$ cat src/rtl/sine_mix_pkg.sv
// rtl/sine_mix_pkg.sv - shared FSM encoding and frame-length limits for the sine mixer framer
package sine_mix_pkg;

    typedef enum logic [1:0] {
        IDLE  = 2'd0,
        RUN   = 2'd1,
        DRAIN = 2'd2,
        WAIT  = 2'd3
    } state_t;

    localparam int unsigned FRAME_LEN_MIN = 2;
    localparam int unsigned FRAME_LEN_MAX = 1023;
    localparam int unsigned CNT_WIDTH     = 10;

endpackage

$ cat src/rtl/signed_mult_pipe.sv
// rtl/signed_mult_pipe.sv - two-stage full-precision signed multiplier with valid/sof/eof sideband
module signed_mult_pipe #(
    parameter int A_WIDTH = 16,
    parameter int B_WIDTH = 32,
    parameter int P_WIDTH = 48
) (
    input  logic                      clk,
    input  logic                      rst_n,
    input  logic signed [A_WIDTH-1:0] a,
    input  logic signed [B_WIDTH-1:0] b,
    input  logic                      in_valid,
    input  logic                      in_sof,
    input  logic                      in_eof,
    output logic signed [P_WIDTH-1:0] p,
    output logic                      out_valid,
    output logic                      out_sof,
    output logic                      out_eof
);

    logic signed [A_WIDTH-1:0] a_q;
    logic signed [B_WIDTH-1:0] b_q;
    logic                      v_q;
    logic                      sof_q;
    logic                      eof_q;
    logic signed [P_WIDTH-1:0] a_ext;
    logic signed [P_WIDTH-1:0] b_ext;

    // Widen both operands to the product width so the multiply is exact.
    assign a_ext = {{(P_WIDTH-A_WIDTH){a_q[A_WIDTH-1]}}, a_q};
    assign b_ext = {{(P_WIDTH-B_WIDTH){b_q[B_WIDTH-1]}}, b_q};

    always_ff @(posedge clk or negedge rst_n) begin
        if (!rst_n) begin
            a_q       <= '0;
            b_q       <= '0;
            v_q       <= 1'b0;
            sof_q     <= 1'b0;
            eof_q     <= 1'b0;
            p         <= '0;
            out_valid <= 1'b0;
            out_sof   <= 1'b0;
            out_eof   <= 1'b0;
        end else begin
            v_q     <= in_valid;
            sof_q   <= in_valid & in_sof;
            eof_q   <= in_valid & in_eof;
            if (in_valid) begin
                a_q <= a;
                b_q <= b;
            end
            out_valid <= v_q;
            out_sof   <= v_q & sof_q;
            out_eof   <= v_q & eof_q;
            if (v_q) begin
                p <= a_ext * b_ext;
            end
        end
    end

endmodule

$ cat src/rtl/sine_mix_framer.sv
// rtl/sine_mix_framer.sv - mixes ADC samples with a sine reference and frames the products for an averager
module sine_mix_framer
    import sine_mix_pkg::*;
#(
    parameter int                   ADC_WIDTH    = 16,
    parameter int                   REF_WIDTH    = 32,
    parameter int                   C_DATA_WIDTH = 48,
    parameter logic [CNT_WIDTH-1:0] FRAME_LEN    = 10'd1000
) (
    input  logic                           clk,
    input  logic                           rst_n,
    input  logic signed [ADC_WIDTH-1:0]    adc_data,
    input  logic signed [REF_WIDTH-1:0]    ref_data,
    input  logic                           adc_valid,
    input  logic                           frame_start,
    input  logic                           cont_mode,
    output logic signed [C_DATA_WIDTH-1:0] DATA_out,
    output logic                           DATA_out_valid,
    output logic                           DATA_sof,
    output logic                           DATA_eof,
    input  logic                           DATA_out_ready,
    output logic                           busy,
    output logic [15:0]                    drop_count
);

    if (C_DATA_WIDTH != ADC_WIDTH + REF_WIDTH) begin : g_bad_width
        $error("C_DATA_WIDTH must equal ADC_WIDTH + REF_WIDTH");
    end
    if (FRAME_LEN < FRAME_LEN_MIN || FRAME_LEN > FRAME_LEN_MAX) begin : g_bad_len
        $error("FRAME_LEN outside legal range");
    end

    state_t               state;
    logic [CNT_WIDTH-1:0] cnt;
    logic                 eof_done;
    logic                 accept;
    logic                 first;
    logic                 last;

    assign accept = (state == RUN) && adc_valid;
    assign first  = (cnt == '0);
    assign last   = (cnt == FRAME_LEN - 10'd1);
    assign busy   = (state != IDLE);

    always_ff @(posedge clk or negedge rst_n) begin
        if (!rst_n) begin
            state      <= IDLE;
            cnt        <= '0;
            eof_done   <= 1'b0;
            drop_count <= '0;
        end else begin
            if (adc_valid && state != RUN && drop_count != 16'hFFFF) begin
                drop_count <= drop_count + 16'd1;
            end
            case (state)
                IDLE: begin
                    if ((frame_start || cont_mode) && DATA_out_ready) begin
                        state <= RUN;
                        cnt   <= '0;
                    end
                end
                RUN: begin
                    if (adc_valid) begin
                        cnt <= cnt + 10'd1;
                        if (last) begin
                            state    <= DRAIN;
                            eof_done <= 1'b0;
                        end
                    end
                end
                DRAIN: begin
                    // The averager drops ready only after it has seen eof, so both must be observed.
                    if (DATA_eof) begin
                        eof_done <= 1'b1;
                    end
                    if (eof_done && !DATA_out_ready) begin
                        state    <= WAIT;
                        eof_done <= 1'b0;
                    end
                end
                WAIT: begin
                    if (DATA_out_ready) begin
                        state <= cont_mode ? RUN : IDLE;
                        cnt   <= '0;
                    end
                end
                default: state <= IDLE;
            endcase
        end
    end

    signed_mult_pipe #(
        .A_WIDTH (ADC_WIDTH),
        .B_WIDTH (REF_WIDTH),
        .P_WIDTH (C_DATA_WIDTH)
    ) u_mult (
        .clk       (clk),
        .rst_n     (rst_n),
        .a         (adc_data),
        .b         (ref_data),
        .in_valid  (accept),
        .in_sof    (first),
        .in_eof    (last),
        .p         (DATA_out),
        .out_valid (DATA_out_valid),
        .out_sof   (DATA_sof),
        .out_eof   (DATA_eof)
    );

endmodule

$ cat config.mk
export PLATFORM = sky130hd
export DESIGN_NAME = sine_mix_framer
export DESIGN_NICKNAME = d
export VERILOG_FILES = /design/src/rtl/sine_mix_pkg.sv /design/src/rtl/signed_mult_pipe.sv /design/src/rtl/sine_mix_framer.sv
export SDC_FILE = /design/constraint.sdc
export NUM_CORES = 2
export LEC_CHECK = 0
export CAP_MARGIN = 30
export CORE_ASPECT_RATIO = 1.5
export CORE_MARGIN = 4
export CORE_UTILIZATION = 57
export CTS_CLUSTER_SIZE = 12
export DETAILED_ROUTE_END_ITERATION = 7
export PLACE_DENSITY_LB_ADDON = 0.25
export SYNTH_ARGS = -nofsm -noshare
export SYNTH_HDL_FRONTEND = slang
export SYNTH_HIERARCHICAL = 1
export SYNTH_SLANG_ARGS = --single-unit
$ cat constraint.sdc
create_clock -name clk -period 6.2 [get_ports clk]
set_clock_uncertainty 0.1 [all_clocks]
set_input_delay 0.62 -clock clk [delete_from_list [all_inputs] [get_ports clk]]
set_output_delay 0.62 -clock clk [all_outputs]
set_load 0.02 [all_outputs]
# Yosys cells after proc, flatten, opt, wreduce, memory -nomap -nowiden
# Index checks and enable logic that the tools add are counted.
# classes
add_sub_neg,2
multipliers,1
n_eq_ne,12
n_mux,16
n_bitwise,4
reduce_logical,15
# op_table
operator,count
16-bit by 32-bit multiplier with 48-bit output,1
10-bit 2-to-1 mux,3
10-bit one-hot mux with 3 select lines,1
16-bit by 1-bit adder with 16-bit output (second input constant),1
16-bit inequality test (second input constant),1
10-bit by 1-bit adder with 10-bit output (second input constant),1
10-bit equality test (second input constant),1
10-bit logical NOT,1
2-bit 2-to-1 mux,5
2-bit inequality test (second input constant),4
2-bit one-hot mux with 4 select lines,1
4-bit AND reduction,2
1-bit logical AND,5
1-bit 2-to-1 mux,5
5-bit AND reduction,1
1-bit AND,4
2-bit equality test (second input constant),2
2-bit by 1-bit inequality test with 1-bit output (second input constant),2
2-bit nonzero test,2
3-bit by 2-bit inequality test with 1-bit output (second input constant),1
3-bit nonzero test,1
2-bit by 1-bit equality test with 1-bit output (second input constant),1
2-bit logical NOT,1
1-bit one-hot mux with 2 select lines,1
2 further kinds,2
# word_totals
regBits,131
output_inout_bits,68
elab_cells,63

# Longest topological paths before layout
# depth
depth_word,4
mapped_depth,25
mapped_depth_nobuf,24

# Modules after synthesis
# Netlist, hierarchy kept.
# modules_own_cells
mod,instances,cells_each,area_per_inst_um2
signed_mult_pipe,1,2287,21638.3
sine_mix_framer,1,170,1764.2

# Worst setup path after synthesis
# OpenSTA, ideal clock, no wires.
# synth_timing
path_type,flip-flop to flip-flop
from,register u_mult.b_q[7]
to,register u_mult.p[45]
setup_time_ns,0.125
t_arrival_ns,6.087
required_ns,5.975
slack_ns,-0.112
path_stages_with_launch,25
cell_sequence,dfrtp_1 > clkbuf_1 > nand2_1 > fa_1 > inv_1 > fa_1 > inv_1 > fa_1 > inv_1 > fa_1 > fa_1 > inv_1 > fa_1 > inv_1 > ha_1 > buf_2 > a2111oi_2 > o21ai_0 > o21ai_0 > o21ai_2 > a2111oi_4 > a21oi_2 > a311oi_2 > xnor2_1 > mux2_2
# synth_via
elab_chain_cells,1
# synth_rtl
item,line_no,rtl
"start, declared",signed_mult_pipe.sv:21,logic signed [B_WIDTH-1:0] b_q;
"start signal, assigned",signed_mult_pipe.sv:35,b_q <= '0;
"start signal, assigned",signed_mult_pipe.sv:49,b_q <= b;
16-bit by 32-bit multiplier with 48-bit output,signed_mult_pipe.sv:55,p <= a_ext * b_ext;
"end signal, assigned",signed_mult_pipe.sv:55,
"end, declared",signed_mult_pipe.sv:14,"output logic signed [P_WIDTH-1:0] p,"
# Every way passes these cells.
# A chain may end at the register's enable or synchronous reset.

# Worst setup path after layout
# layout_timing
from,register u_mult.b_q[4]
to,register u_mult.p[40]
# Same word-level chain as after synthesis.

==> impl_metrics.yaml <==
floorplan:
  coreArea_um2: 40430
  fp.dieH_um: 256.2
  die-width_um: 173.4
  rows: 90
  ioPinCount: 122
  initial_core_util_pct: 57.89
  die_area_um2: 44430
sta:
  worst_slack_ns: -0.4224
  setup_viol: 22
  slew_headroom_pct: 38.02
  final_hold_viol_count: 0
  post-route-min-period_ns: 6.622
  post-route-period-util_pct: 106.8
  timing.fmax_mhz: 151.0
  rsz0062_at_grt: "true"
  tightest_slew_ns: 0.9296
  slew_violations: 0
setup_path:
  worst-endpoint-required_ns: 6.47
  rr_endpoint: "u_mult/p[40]$_DFFE_PN0P_"
  worst_setup_path_end_kind: "register"
  critPathLaunchType: "register"
  crit_fanout: 5
  r2r_slack_ns: -0.42
  startpoint: "u_mult/b_q[4]$_DFFE_PN0P_"
  crit_arrival_ns: 6.89
  crit_end: "u_mult/p[40]$_DFFE_PN0P_"
  rr_startpoint: "u_mult/b_q[4]$_DFFE_PN0P_"
  reg2reg_depth: 24
  critPathKind: "reg -> reg"
drt:
  drt_wl_total_mm: 67.62
  initialDrtViolationCount: 1140
  drc: 0
  postRouteAntennaNets: 0
  num_vias: 18580
  routed_via_density: 5.611
  wire_per_inst_um: 20.42
  firstDrtPassIters: 7
synthesis:
  syn_avg_cell_area_um2: 9.525
  ys_seq_area_share_pct: 14.01
  synth_largest_area_cell: "fa_1"
  syn_nets: 3118
  yosys_warnings: 6
  ys_async_sr_fraction_pct: 100.0
  syn-instance-count: 2457
  yosys-top-cells-area: "fa_1, dfrtp_1, inv_1, ha_1, and2_1"
  ys_ff_latch: 131
  synth_top_area_share_pct: 41.57
  syn-cell-area_um2: 23400
  synth_edf_count: 0
  synth_cell_types: 83
  synth-main-ff-cell: "dfrtp_1"
cts:
  cts_tree: "yes"
  cts.clk_slew.worst_paths_ns: 0.08
  ctsHtreeMaxLevel: 4
  cts_hold_buf: 0
  cts_sinks: 131
  cts_inserted_buffers: 17
  clockBufferDepth: 2
  cts_root_buf: "clkbuf_16"
  insertion_delay_ns: 0.46
hold_path:
  hp-class: "in -> async"
layout:
  drive_above_1_share_pct: 20.90
  areaGrowthSynthToFinish_pct: 23.65
  fillCellCount: 2861
  fin_nets: 3452
run:
  maxCapViolations: 0
outcome:
  status: "complete, but fails checks"
  violations: "negative setup slack"
place:
  post-place-ws_ns: -0.8731
  gp_congestion: 0.9799
  place_hpwl_mm: 53.27
  io_buffers: 121
global_route:
  antenna_found_initial: 3
  grt_pass1_vias: 21150
  overflow: 0
  grt_pass1_wl_mm: 109.2
  grt_max_degree: 72
  grt_usage_pct: 31.37
==> how the worst min path moves through the flow <==
stage,start,endpoint,slack [ns],depth (start not counted)
6_report,rst_n,u_mult/out_eof$_DFF_PN0_,0.05,1
5_1_grt,rst_n,u_mult/out_eof$_DFF_PN0_,0.11,1
4_1_cts,rst_n,u_mult/eof_q$_DFF_PN0_,0.10,1
3_5_place_dp,u_mult/sof_q$_DFF_PN0_,u_mult/out_sof$_DFF_PN0_,0.34,1
3_3_place_gp,u_mult/sof_q$_DFF_PN0_,u_mult/out_sof$_DFF_PN0_,0.34,1
2_1_floorplan,rst_n,cnt[0]$_DFFE_PN0P_,0.22,0
==> final cells by class <==
| type | count | area, um^2 | share of cell area [%] |
|---|---|---|---|
| Inverter | 568 | 2132 | 7.368 |
| Timing Repair Buffer | 420 | 3864 | 13.35 |
| Antenna cell | 1 | 2.502 | 0.008648 |
| Multi-Input combinational cell | 1653 | 18390 | 63.54 |
| Tap cell | 506 | 633.1 | 2.188 |
| Sequential cell | 131 | 3308 | 11.43 |
| Clock buffer | 17 | 425.4 | 1.470 |
| Clock inverter | 15 | 186.4 | 0.6443 |
==> per-stage QoR <==
stage | setup TNS (ns) | cell area [um^2] | hold WS (ns) | cells | util [%]
after floorplan | -0.02040 | 23420 | 0.2244 | 2457 | -
after global placement | -10.34 | 26850 | 0.3379 | 3230 | 66.43
after detailed placement | -13.42 | 26850 | 0.3436 | 3230 | 66.43
after CTS | -4.774 | 28310 | 0.1046 | 3298 | 70.02
after global routing | -9.133 | 28930 | 0.1059 | 3310 | 71.57
final | -5.316 | 28940 | 0.04845 | 3311 | 71.58
==> Yosys cell counts, drive strengths merged, types with 3 or more instances <==
cell and instances:
xor2 16, o31ai 10, or4 10, buf 8
mux2 81, fa 486, nand2b 11, nor2 57
nor3 12, nand4 15, ha 121, or3 4
nor4 9, nand2 336, o21a 6, xnor2 40
and2 211, dfrtp 131, and3 7, clkbuf 97
a31oi 6, and4 3, o21bai 7, o2111ai 3
a21oi 70, o21ai 34, a21o 20, inv 566
nor2b 5, a211oi 7, a21boi 3, o211ai 4
a2111oi 5, mux2i 3, nand3 21
==> sequential cells by signal (all words and copies together) (netlist names) <==
signal            flops
eof_done              1
u_mult/out_eof        1
state                 2
cnt                  10
u_mult/a_q           16
u_mult/b_q           32
u_mult/sof_q          1
u_mult/v_q            1
u_mult/out_sof        1
u_mult/eof_q          1
u_mult/out_valid      1
u_mult/p             48
drop_count           16
==> cells in the final DEF, fill, tap and decap left out, types with 36 or more instances in the layout <==
master	count
dfrtp_1	107
nand2_1	326
mux2_2	68
buf_4	243
ha_1	107
xnor2_1	36
a21oi_1	46
buf_6	36
and2_1	201
nor2_1	54
clkdlybuf4s50_1	120
fa_1	473
inv_1	548
==> logic make-up after synthesis <==
family,synth area share (%)
AO/OA/AOI/OAI,5.838
XOR/XNOR,2.096
adder cells (fa/ha/maj),48.04
buffers and inverters,10.84
flip-flops,14.01
multiplexers,4.042
AND/OR/NAND/NOR,15.13
==> routing by layer <==
metal / global-route usage [%] / up-vias / part of all wire (%)
li1: - / 8032 / -
met5: 0 / - / 0.077
met2: 55.77 / 741 / 52
met3: 5.053 / 308 / 5.2
met4: 22.59 / 6 / 8.8
met1: 33.63 / 9492 / 34
==> critical path, stage by stage (launching register included) <==
cell	delay (ns)
dfrtp_1	0.40
buf_4	0.14
buf_4	0.13
and2_1	0.16
fa_1	0.55
fa_1	0.46
fa_1	0.53
fa_1	0.45
fa_1	0.50
inv_1	0.05
fa_1	0.48
inv_1	0.06
ha_4	0.31
nand2_2	0.07
o211ai_1	0.47
a21oi_2	0.18
and3b_2	0.31
a21oi_4	0.08
o31ai_4	0.23
buf_6	0.16
buf_6	0.10
buf_4	0.11
a31oi_4	0.08
and3_1	0.18
o31ai_1	0.21
==> timing repair <==
item | 4_1_cts | 5_1_grt
pin swaps | 54 | 55
gates resized for setup | 131 | 119
setup endpoints to repair | 30 | 29
cloned | 1 | 0
buffers inserted | 35 | 19
Power is left out: the tool's default activity adds up to more than one toggle a clock period on the data nets, which glitch-free logic cannot reach.
